`src/rtl/irq_pkg.sv`:
```
`default_nettype none
// ============================================================================
//  Module      : irq_pkg
//  Description : Shared constants and helpers for the Wishbone interrupt
//                controller (register map, source limits, id width).
//  Revision    : 1.0 - initial release
// ============================================================================
package irq_pkg;

    localparam int MAX_SRC = 31;
    localparam int ID_W    = 5;

    // Word offsets decoded from adr[4:2]
    localparam logic [2:0] ADR_PENDING   = 3'd0;
    localparam logic [2:0] ADR_ENABLE    = 3'd1;
    localparam logic [2:0] ADR_MODE      = 3'd2;
    localparam logic [2:0] ADR_CLAIM     = 3'd3;
    localparam logic [2:0] ADR_INSERVICE = 3'd4;

    // Id (index+1) of the lowest set bit; 0 when no bit is set
    function automatic logic [ID_W-1:0] lowest_id(input logic [MAX_SRC-1:0] vec);
        logic [ID_W-1:0] id;
        id = '0;
        for (int i = MAX_SRC - 1; i >= 0; i--) begin
            if (vec[i]) begin
                id = ID_W'(i + 1);
            end
        end
        return id;
    endfunction

endpackage
`default_nettype wire

```
`src/rtl/wb_bus_t.sv`:
```
`default_nettype none
// ============================================================================
//  Module      : wb_bus_t
//  Description : Classic Wishbone register-access bundle with a request tag
//                that the slave echoes back alongside ack/err.
//  Revision    : 1.0 - initial release
// ============================================================================
interface wb_bus_t #(
    parameter int TAGSIZE = 1
);
    logic               cyc;
    logic               stb;
    logic               we;
    logic [31:0]        adr;
    logic [31:0]        dat_w;
    logic [31:0]        dat_r;
    logic               ack;
    logic               err;
    logic [TAGSIZE-1:0] tag;
    logic [TAGSIZE-1:0] tag_r;

    modport master (output cyc, stb, we, adr, dat_w, tag,
                    input  dat_r, ack, err, tag_r);
    modport slave  (input  cyc, stb, we, adr, dat_w, tag,
                    output dat_r, ack, err, tag_r);
endinterface
`default_nettype wire

```
`src/rtl/irq_src_cell.sv`:
```
`default_nettype none
// ============================================================================
//  Module      : irq_src_cell
//  Description : One interrupt source: 2-flop synchroniser, rising-edge
//                detect, edge-pending flop and in-service flop.
//  Revision    : 1.0 - initial release
// ============================================================================
module irq_src_cell (
    input  logic clk,
    input  logic rst_i,
    input  logic i_src,
    input  logic i_mode,
    input  logic i_w1c,
    input  logic i_claim,
    input  logic i_complete,
    output logic o_pending,
    output logic o_inservice
);

    logic       r_sync1;
    logic       r_sync2;
    logic       r_prev;
    logic [2:0] r_vld;
    logic       r_edge_pend;
    logic       r_inservice;
    logic       w_rise;

    // Synchroniser, one-cycle history, and a fill marker so that reset
    // values in the chain are never mistaken for a real 0->1 transition
    always_ff @(posedge clk or posedge rst_i) begin
        if (rst_i) begin
            r_sync1 <= 1'b0;
            r_sync2 <= 1'b0;
            r_prev  <= 1'b0;
            r_vld   <= 3'b000;
        end else begin
            r_sync1 <= i_src;
            r_sync2 <= r_sync1;
            r_prev  <= r_sync2;
            r_vld   <= {r_vld[1:0], 1'b1};
        end
    end

    assign w_rise = r_sync2 & ~r_prev & r_vld[2];

    // Edge pending: a new rise beats a simultaneous W1C or claim
    always_ff @(posedge clk or posedge rst_i) begin
        if (rst_i) begin
            r_edge_pend <= 1'b0;
        end else if (!i_mode) begin
            r_edge_pend <= 1'b0;
        end else begin
            r_edge_pend <= w_rise | (r_edge_pend & ~(i_w1c | i_claim));
        end
    end

    // In service from claim until complete
    always_ff @(posedge clk or posedge rst_i) begin
        if (rst_i) begin
            r_inservice <= 1'b0;
        end else begin
            r_inservice <= i_claim | (r_inservice & ~i_complete);
        end
    end

    // Level mode follows the delayed level so both modes share the same latency
    assign o_pending   = i_mode ? r_edge_pend : r_prev;
    assign o_inservice = r_inservice;

endmodule
`default_nettype wire

```
`src/rtl/wb_irq_ctrl.sv`:
```
`default_nettype none
// ============================================================================
//  Module      : wb_irq_ctrl
//  Description : Wishbone-mapped interrupt controller with per-source
//                level/edge mode, enable, claim/complete and fixed priority
//                (lowest index wins).
//  Revision    : 1.0 - initial release
// ============================================================================
module wb_irq_ctrl
    import irq_pkg::*;
#(
    parameter int N_SRC   = 8,
    parameter int TAGSIZE = 1
) (
    input  logic             clk,
    input  logic             rst_i,
    input  logic [N_SRC-1:0] src_i,
    wb_bus_t.slave           wb_bus,
    output logic             irq_o,
    output logic [ID_W-1:0]  irq_id_o
);

    logic [N_SRC-1:0]   r_enable;
    logic [N_SRC-1:0]   r_mode;
    logic               r_ack;
    logic               r_err;
    logic [31:0]        r_rdata;
    logic [TAGSIZE-1:0] r_tag;

    logic [N_SRC-1:0]   w_pending;
    logic [N_SRC-1:0]   w_inservice;
    logic [N_SRC-1:0]   w_claimable;
    logic [N_SRC-1:0]   w_w1c;
    logic [N_SRC-1:0]   w_claim;
    logic [N_SRC-1:0]   w_complete;
    logic [ID_W-1:0]    w_next_id;
    logic [31:0]        w_rdata;
    logic [2:0]         w_off;
    logic               w_req;
    logic               w_wr;
    logic               w_rd;
    logic               w_unmapped;
    logic               w_unused_adr;

    assign w_req        = wb_bus.cyc & wb_bus.stb & ~r_ack & ~r_err;
    assign w_off        = wb_bus.adr[4:2];
    assign w_unmapped   = (w_off > ADR_INSERVICE);
    assign w_wr         = w_req & wb_bus.we & ~w_unmapped;
    assign w_rd         = w_req & ~wb_bus.we & ~w_unmapped;
    assign w_unused_adr = ^{wb_bus.adr[31:5], wb_bus.adr[1:0]};

    assign w_claimable  = w_pending & r_enable & ~w_inservice;
    assign w_next_id    = lowest_id(MAX_SRC'(w_claimable));

    for (genvar i = 0; i < N_SRC; i++) begin : g_src
        irq_src_cell u_cell (
            .clk        (clk),
            .rst_i      (rst_i),
            .i_src      (src_i[i]),
            .i_mode     (r_mode[i]),
            .i_w1c      (w_w1c[i]),
            .i_claim    (w_claim[i]),
            .i_complete (w_complete[i]),
            .o_pending  (w_pending[i]),
            .o_inservice(w_inservice[i])
        );
    end

    // Per-source strobes from the current bus access; a claim takes the
    // source that is claimable right now so back-to-back claims never repeat
    always_comb begin
        w_w1c      = '0;
        w_claim    = '0;
        w_complete = '0;
        if (w_wr && (w_off == ADR_PENDING)) begin
            w_w1c = wb_bus.dat_w[N_SRC-1:0];
        end
        for (int i = 0; i < N_SRC; i++) begin
            if (w_rd && (w_off == ADR_CLAIM) && (w_next_id == ID_W'(i + 1))) begin
                w_claim[i] = 1'b1;
            end
            if (w_wr && (w_off == ADR_CLAIM) && (wb_bus.dat_w == 32'(i + 1)) && w_inservice[i]) begin
                w_complete[i] = 1'b1;
            end
        end
    end

    // Read data mux; bits at and above N_SRC read as zero
    always_comb begin
        w_rdata = '0;
        case (w_off)
            ADR_PENDING:   w_rdata[N_SRC-1:0] = w_pending;
            ADR_ENABLE:    w_rdata[N_SRC-1:0] = r_enable;
            ADR_MODE:      w_rdata[N_SRC-1:0] = r_mode;
            ADR_CLAIM:     w_rdata[ID_W-1:0]  = w_next_id;
            ADR_INSERVICE: w_rdata[N_SRC-1:0] = w_inservice;
            default:       w_rdata            = '0;
        endcase
    end

    // ENABLE and MODE registers
    always_ff @(posedge clk or posedge rst_i) begin
        if (rst_i) begin
            r_enable <= '0;
            r_mode   <= '0;
        end else begin
            if (w_wr && (w_off == ADR_ENABLE)) begin
                r_enable <= wb_bus.dat_w[N_SRC-1:0];
            end
            if (w_wr && (w_off == ADR_MODE)) begin
                r_mode <= wb_bus.dat_w[N_SRC-1:0];
            end
        end
    end

    // Single-cycle ack/err response with registered data and echoed tag
    always_ff @(posedge clk or posedge rst_i) begin
        if (rst_i) begin
            r_ack   <= 1'b0;
            r_err   <= 1'b0;
            r_rdata <= '0;
            r_tag   <= '0;
        end else begin
            r_ack <= w_req & ~w_unmapped;
            r_err <= w_req & w_unmapped;
            if (w_req) begin
                r_rdata <= w_unmapped ? 32'd0 : w_rdata;
                r_tag   <= wb_bus.tag;
            end
        end
    end

    // Registered interrupt request and highest-priority id
    always_ff @(posedge clk or posedge rst_i) begin
        if (rst_i) begin
            irq_o    <= 1'b0;
            irq_id_o <= '0;
        end else begin
            irq_o    <= |w_claimable;
            irq_id_o <= w_next_id;
        end
    end

    assign wb_bus.ack   = r_ack;
    assign wb_bus.err   = r_err;
    assign wb_bus.dat_r = r_rdata;
    assign wb_bus.tag_r = r_tag;

endmodule
`default_nettype wire
```
`src/flat_wrapper.sv`:
```
// flat-port wrapper written by rule: the top's interface ports become plain ports
module wb_irq_ctrl_flat import irq_pkg::*;
#(
    parameter int N_SRC   = 8,
    parameter int TAGSIZE = 1
)
  (clk, rst_i, src_i, irq_o, irq_id_o, wb_bus_cyc, wb_bus_stb, wb_bus_we, wb_bus_adr, wb_bus_dat_w, wb_bus_tag, wb_bus_dat_r, wb_bus_ack, wb_bus_err, wb_bus_tag_r);
  wb_bus_t #(.TAGSIZE(TAGSIZE)) wb_bus_i ();
  input  logic clk;
  input  logic rst_i;
  input  logic [N_SRC-1:0] src_i;
  output logic irq_o;
  output logic [ID_W-1:0] irq_id_o;
  input wire logic [$bits(wb_bus_i.cyc)-1:0] wb_bus_cyc;
  input wire logic [$bits(wb_bus_i.stb)-1:0] wb_bus_stb;
  input wire logic [$bits(wb_bus_i.we)-1:0] wb_bus_we;
  input wire logic [$bits(wb_bus_i.adr)-1:0] wb_bus_adr;
  input wire logic [$bits(wb_bus_i.dat_w)-1:0] wb_bus_dat_w;
  input wire logic [$bits(wb_bus_i.tag)-1:0] wb_bus_tag;
  output wire logic [$bits(wb_bus_i.dat_r)-1:0] wb_bus_dat_r;
  output wire logic [$bits(wb_bus_i.ack)-1:0] wb_bus_ack;
  output wire logic [$bits(wb_bus_i.err)-1:0] wb_bus_err;
  output wire logic [$bits(wb_bus_i.tag_r)-1:0] wb_bus_tag_r;
  assign wb_bus_i.cyc = wb_bus_cyc;
  assign wb_bus_i.stb = wb_bus_stb;
  assign wb_bus_i.we = wb_bus_we;
  assign wb_bus_i.adr = wb_bus_adr;
  assign wb_bus_i.dat_w = wb_bus_dat_w;
  assign wb_bus_i.tag = wb_bus_tag;
  assign wb_bus_dat_r = wb_bus_i.dat_r;
  assign wb_bus_ack = wb_bus_i.ack;
  assign wb_bus_err = wb_bus_i.err;
  assign wb_bus_tag_r = wb_bus_i.tag_r;
  wb_irq_ctrl #(.N_SRC(N_SRC), .TAGSIZE(TAGSIZE)) u_core (.clk(clk), .rst_i(rst_i), .src_i(src_i), .wb_bus(wb_bus_i), .irq_o(irq_o), .irq_id_o(irq_id_o));
endmodule
```
`config.mk`:
```
export PLATFORM = sky130hd
export DESIGN_NAME = wb_irq_ctrl_flat
export DESIGN_NICKNAME = d
export VERILOG_FILES = /design/src/rtl/irq_pkg.sv /design/src/rtl/wb_bus_t.sv /design/src/rtl/irq_src_cell.sv /design/src/rtl/wb_irq_ctrl.sv /design/src/flat_wrapper.sv
export SDC_FILE = /design/constraint.sdc
export NUM_CORES = 1
export LEC_CHECK = 0
export ABC_CLOCK_PERIOD_IN_PS = 3300
export CAP_MARGIN = 20
export CORE_UTILIZATION = 46
export DETAILED_ROUTE_END_ITERATION = 6
export PLACE_DENSITY_LB_ADDON = 0.12
export SLEW_MARGIN = 5
export SYNTH_ARGS = -nofsm -noshare
export SYNTH_HDL_FRONTEND = slang
export SYNTH_SLANG_ARGS = --single-unit
```
`constraint.sdc`:
```
create_clock -name clk -period 3.3 [get_ports clk]
set_input_delay 0.66 -clock clk [delete_from_list [all_inputs] [get_ports clk]]
set_output_delay 0.66 -clock clk [all_outputs]
set_load 0.005 [all_outputs]
```
Word level (Yosys, flattened, before mapping)
Cells that the tools add are included.
{ "op_classes": {"muxes": 44, "order_cmp": 1, "n_reduce_logical": 31, "n_eq_ne": 20, "n_bitwise": 96} }
{ "op_table": {"columns": ["op", "count"], "rows": [
  ["$eq 32x3->1 const B", 4],
  ["$eq 32x2->1 const B", 2],
  ["$and 1x1->1", 41],
  ["$eq 32x1->1 const B", 1],
  ["$eq 32x4->1 const B", 1],
  ["$mux 1", 32],
  ["$mux 4", 8],
  ["$logic_and 1x1->1", 29],
  ["$not 1->1", 28],
  ["$pmux 5 s5", 1],
  ["$or 1x1->1", 24],
  ["$and 8x8->8", 2],
  ["$eq 4x3->1 const B", 4],
  ["$mux 8", 2],
  ["$pmux 3 s4", 1],
  ["$eq 4x2->1 const B", 2],
  ["$not 8->8", 1],
  ["$reduce_or 8->1", 1],
  ["$eq 3x2->1 const B", 2],
  ["$eq 4x1->1 const B", 1],
  ["$eq 4x4->1 const B", 1],
  ["$eq 3x1->1 const B", 1],
  ["$eq 3x3->1 const B", 1],
  ["$gt 3x3->1 const B", 1],
  ["$logic_not 3->1", 1]
]} }
{ "word_totals": {"output_inout_bits": 41, "ff_bits": 120, "inputBits": 78, "wordCells": 248} }

Logic depth before layout (Yosys ltp)
{ "logic_depth": {"ltp_word": 19, "mapped_depth": 7} }

By module
A second synthesis with hierarchy kept.
{ "unflattened": {"cells_unflattened": 367, "hier_area_um2": 4214.0} }
{ "modules_own_cells": {"columns": ["mod", "cells_per_inst", "area_each_um2", "instances", "seq_area_each_um2"], "rows": [
  ["wb_irq_ctrl", 231, 2192.1, 1, 800.8],
  ["irq_src_cell", 17, 252.7, 8, 200.2]
]} }

Worst setup path after synthesis
OpenSTA, ideal clock, no wires.
{ "synth_path": {"path_kind": "input to register", "start": "input port wb_bus_cyc", "end": "register u_core.g_src[6].u_cell.r_inservice", "cell_stages": 6, "setup_ps": 118, "slack_ps": 1124, "t_required_ps": 3182, "arrival_time_ps": 2058, "path_cell_list": "and4bb_4 -> nand3_4 -> or3_4 -> buf_6 -> or3_1 -> a21o_1"} }
{ "synth_between": {"elab_chain_cells": 12, "elab_cells_between_ends": 17} }
{ "synth_rtl": {"columns": ["item", "line_no", "source"], "rows": [
  ["start, declared", "flat_wrapper.sv:14", "input wire logic [$bits(wb_bus_i.cyc)-1:0] wb_bus_cyc;"],
  ["$and 1x1->1 (*) (3 in series)", "wb_irq_ctrl.sv:45", "assign w_req = wb_bus.cyc & wb_bus.stb & ~r_ack & ~r_err;"],
  ["$and 1x1->1 (2 in series)", "wb_irq_ctrl.sv:48", "assign w_wr = w_req & wb_bus.we & ~w_unmapped;"],
  ["$logic_and 1x1->1 (3 in series)", "wb_irq_ctrl.sv:82", "if (w_wr && (w_off == ADR_CLAIM) && (wb_bus.dat_w == 32'(i + 1)) && w_inservice[i]) begin"],
  ["$mux 1", "wb_irq_ctrl.sv:82", null],
  ["$not 1->1", "irq_src_cell.sv:62", "r_inservice <= i_claim | (r_inservice & ~i_complete);"],
  ["$and 1x1->1", "irq_src_cell.sv:62", null],
  ["$or 1x1->1 (*)", "irq_src_cell.sv:62", null],
  ["end signal, assigned", "irq_src_cell.sv:62", null],
  ["end, declared", "irq_src_cell.sv:25", "logic r_inservice;"]
]} }
Mark *: on every way between the ends. The rest lies on a longest branch, timed or not.
A chain may end at the register's enable or synchronous reset.

Final worst setup path
{ "layout_path": {"start": "input port wb_bus_adr[2]", "end": "register u_core.g_src[5].u_cell.r_edge_pend"} }
{ "layout_between": {"elab_chain_cells": 11, "elab_cells_between_ends": 16} }
{ "layout_rtl": {"columns": ["item", "line_no", "source"], "rows": [
  ["start, declared", "flat_wrapper.sv:17", "input wire logic [$bits(wb_bus_i.adr)-1:0] wb_bus_adr;"],
  ["$gt 3x3->1", "wb_irq_ctrl.sv:47", "assign w_unmapped = (w_off > ADR_INSERVICE);"],
  ["$not 1->1", "wb_irq_ctrl.sv:48, wb_irq_ctrl.sv:49", null],
  ["$and 1x1->1", "wb_irq_ctrl.sv:49", "assign w_rd = w_req & ~wb_bus.we & ~w_unmapped;"],
  ["$logic_and 1x1->1 (2 in series)", "wb_irq_ctrl.sv:79", "if (w_rd && (w_off == ADR_CLAIM) && (w_next_id == ID_W'(i + 1))) begin"],
  ["$mux 1", "wb_irq_ctrl.sv:79", null],
  ["$or 1x1->1 (*)", "irq_src_cell.sv:53", "r_edge_pend <= w_rise | (r_edge_pend & ~(i_w1c | i_claim));"],
  ["$not 1->1 (*)", "irq_src_cell.sv:53", null],
  ["$and 1x1->1 (*)", "irq_src_cell.sv:53", null],
  ["$or 1x1->1 (*)", "irq_src_cell.sv:53", null],
  ["$mux 1 (*)", "irq_src_cell.sv:50", "end else if (!i_mode) begin"],
  ["end signal, assigned", "irq_src_cell.sv:53", null],
  ["end, declared", "irq_src_cell.sv:24", "logic r_edge_pend;"]
]} }
Marked as above.

==> impl_metrics.tcl <==
set metrics [dict create \
    synthDistinctLibCells 56 \
    route.final.wire_length_um 7970 \
    initial_core_util_pct 48.2 \
    grt_overflow 0 \
    reg2reg_depth 5 \
    setup_repair_after_global_routing_missed_its_margin "no" \
    cts_tree "done" \
    final_period_minus_worst_setup_slack_ns 2.52 \
    clock_insertion_delay_worst_skew_ns 0.36 \
    grt_use_met1_pct 31.1 \
    cts.root.buffer_cell "clkbuf_8" \
    timing.critical_path.arrival_ns 2.78 \
    grt_use_met3_pct 5.85 \
    post-synth-top-count-cell "dfrtp_1" \
    netlist_area_um2 3530 \
    maxCapViolations 0 \
    finish.cell_count_without_fillers 496 \
    max_slew_margin_pct 53.7 \
    fp.dieArea_um2 8030 \
    dp_hpwl_um 5890 \
    first_iter_violations 172 \
    final_layout_size_suffix_gt1_share_pct 14.6 \
    routed_via_density 5.38 \
    dr_vias 2666 \
    timing_max_transition_violations_final 0 \
    final.period_utilization_pct 76.4 \
    antenna_violations_before_repair 0 \
    crit_path_max_fanout 8 \
    switching_power_mw 0.606 \
    numCtsBuffers 9 \
    post_synth.cell_area_avg_um2 11.1 \
    hold_path_class "reg -> reg" \
    power.density_nw_per_um2 480 \
    track_usage_pct 22.2 \
    die_h_um 89.6 \
    vias_in_the_first_global_route 2511 \
    die_boundary_width_um 89.6 \
    netSwitchingFraction_pct 28.6 \
    final_gp_congestion 0.851 \
    yosys_warnings 0 \
    dp_slack_ns 0.431 \
    finalWorstSetupSlack_ns 0.780 \
    synthToLayoutAreaGrowth_pct 25.0 \
    cts-resized-gates 0 \
    internal_power_mw 1.51 \
    number_of_core_rows 31 \
    post-route-drc-count 0 \
    critical_path.reg2reg.endpoint "u_core.g_src[4].u_cell.r_edge_pend" \
    worstMarginPinSlew_ns 0.693 \
    endpoints_failing_setup 0 \
    clk_pin_slew_worst_paths_ns 0.09 \
    crit_type "in -> reg" \
    synth_top_cell_area_share_pct 53.1 \
    antenna_cells 0 \
    portBuffers 64 \
    firstDrtPassIters 4 \
    yosys-top-cells-area "dfrtp_1 53%, mux2_2 6.1%, buf_4 5.5%" \
    clkSinkCount 75 \
    io_pins 119 \
    fmax_ghz 0.397 \
    vdd.ir_drop.worst_mv 0.280 \
    final_core_utilization_pct 60.2 \
    rr_startpoint "u_core.r_mode[5]" \
    grt_pass1_wl_um 12900 \
    finalSetupTns_ns 0 \
    static_leakage_nw 1.89 \
    globalRoute.busiestLayer "met2" \
    post_synth_inst_count 318 \
    filler_cells 628 \
    p_clk_share_pct 31.0 \
    synth.cells.most_frequent "75 x dfrtp_1, 26 x buf_4, 23 x nand2_1, 19 x mux2_2, 19 x o21ai_0" \
    dp.cells 480 \
    floorplan.core_area_um2 7330 \
    route.antenna.remaining_nets 0 \
    grt_util_met2_pct 34.3 \
    synth_top_cell_by_area "dfrtp_1" \
    timing.critical_path.to_type "flop" \
    nets 470 \
    crit_end "u_core.g_src[5].u_cell.r_edge_pend" \
    post-cts-setup-buffers 0 \
    pwr-share-seq_pct 50.9 \
    critical_path.startpoint_type "input pin" \
    synth_top_flop_cell "dfrtp_1" \
    critPathLaunch "wb_bus_adr[2]" \
    combinationalPowerShare_pct 18.1 \
    worst_ep_required_time_ns 3.56 \
    synth-edff-count 0 \
    grt_max_degree 45 \
    ctsHoldBuffers 0 \
    fin_hold_ws_ns 0.356 \
    ys_seq_elements 75 \
    run_status "complete, no violations" \
    synthArstFlopShare_pct 100 \
    fin_worst_skew_ns 0.0104 \
    wire_per_inst_um 16.1 \
    rrSetupSlack_ns 1.16 \
    clock_tree.htree_level_count 3 \
    hold_viol_final 0 \
    ys_seq_area_share_pct 53.1 \
    clock_path_buffers 2 \
]
## worst min-delay path by stage
stage,start,endpoint,slack [ns],cells past startpoint
2_1_floorplan,u_core.g_src[0].u_cell.r_sync1,u_core.g_src[0].u_cell.r_sync2,0.33,0
3_3_place_gp,u_core.g_src[7].u_cell.r_sync1,u_core.g_src[7].u_cell.r_sync2,0.33,0
3_5_place_dp,u_core.g_src[7].u_cell.r_sync1,u_core.g_src[7].u_cell.r_sync2,0.34,0
4_1_cts,u_core.g_src[7].u_cell.r_sync1,u_core.g_src[7].u_cell.r_sync2,0.35,0
5_1_grt,u_core.g_src[0].u_cell.r_sync1,u_core.g_src[0].u_cell.r_sync2,0.36,0
6_report,u_core.g_src[6].u_cell.r_sync1,u_core.g_src[6].u_cell.r_sync2,0.36,0
## cells in the final DEF, fill, tap and decap left out, types with 9 or more instances in the layout
master / Yosys / routed
clkbuf_8: 0 / 9
mux2_2: 19 / 19
clkdlybuf4s50_1: 0 / 64
a21oi_1: 10 / 10
conb_1: 2 / 26
nand2_1: 23 / 23
dfrtp_1: 75 / 75
nor2_1: 10 / 10
o21ai_0: 19 / 19
nor2b_1: 9 / 9
buf_4: 26 / 10
nand2b_1: 11 / 11
## critical path, cell delays in order
cell	delay, ns
clkdlybuf4s50_1	0.47
nor2b_1	0.21
buf_4	0.21
and4b_2	0.29
nand4_1	0.24
or3b_1	0.47
a32o_1	0.23
## through the flow
step                      area (um^2)  power [mW]
after floorplan                  3620        1.31
after global placement           4230        1.47
after detailed placement         4230        1.48
after CTS                        4420        2.15
after global routing             4420        2.24
final                            4420        2.12
## flip-flops by register name, summed over array words and instances (netlist names)
signal,count
u_core.g_src.u_cell.o_inservice,8
u_core.g_src.u_cell.r_edge_pend,8
u_core.g_src.u_cell.r_prev,8
u_core.g_src.u_cell.r_sync1,8
u_core.g_src.u_cell.r_sync2,8
u_core.r_enable,8
u_core.r_mode,8
u_core.wb_bus.dat_r,8
u_core.irq_id_o,4
u_core.g_src.u_cell.r_vld,3
u_core.irq_o,1
u_core.wb_bus.ack,1
u_core.wb_bus.err,1
u_core.wb_bus.tag_r,1
## layer usage
metal / part of all wire [%] / vias to the layer above
met1: 46 / 1322
met3: 5.3 / 8
met4: 1.1 / 0
met5: 0 / -
li1: - / 1260
met2: 48 / 76
## kinds of logic after synthesis
family          synth area share, %
simple gates                   17.3
flops                          53.1
other cells                   0.213
compound gates                 14.0
buf+inv                        7.86
mux                            7.55
## power by group through the flow
stage / Sequential [mW] / Clock (mW) / Combinational, mW
floorplan: 1.08 / 0 / 0.222
global placement: 1.09 / 0 / 0.380
detailed placement: 1.10 / 0 / 0.387
CTS: 1.08 / 0.680 / 0.388
global route: 1.10 / 0.711 / 0.430
finish: 1.08 / 0.657 / 0.385
## cell type report
| type | count | area, um^2 | share of cell area [%] |
|---|---|---|---|
| clock buffer | 9 | 124 | 2.80 |
| clock inverter | 7 | 58.8 | 1.33 |
| inverter | 8 | 30.0 | 0.680 |
| multi-input combinational | 223 | 1470 | 33.2 |
| sequential | 75 | 1880 | 42.5 |
| tap | 99 | 124 | 2.80 |
| timing repair buffer | 75 | 736 | 16.7 |
Power figures use the tool's default switching activity.
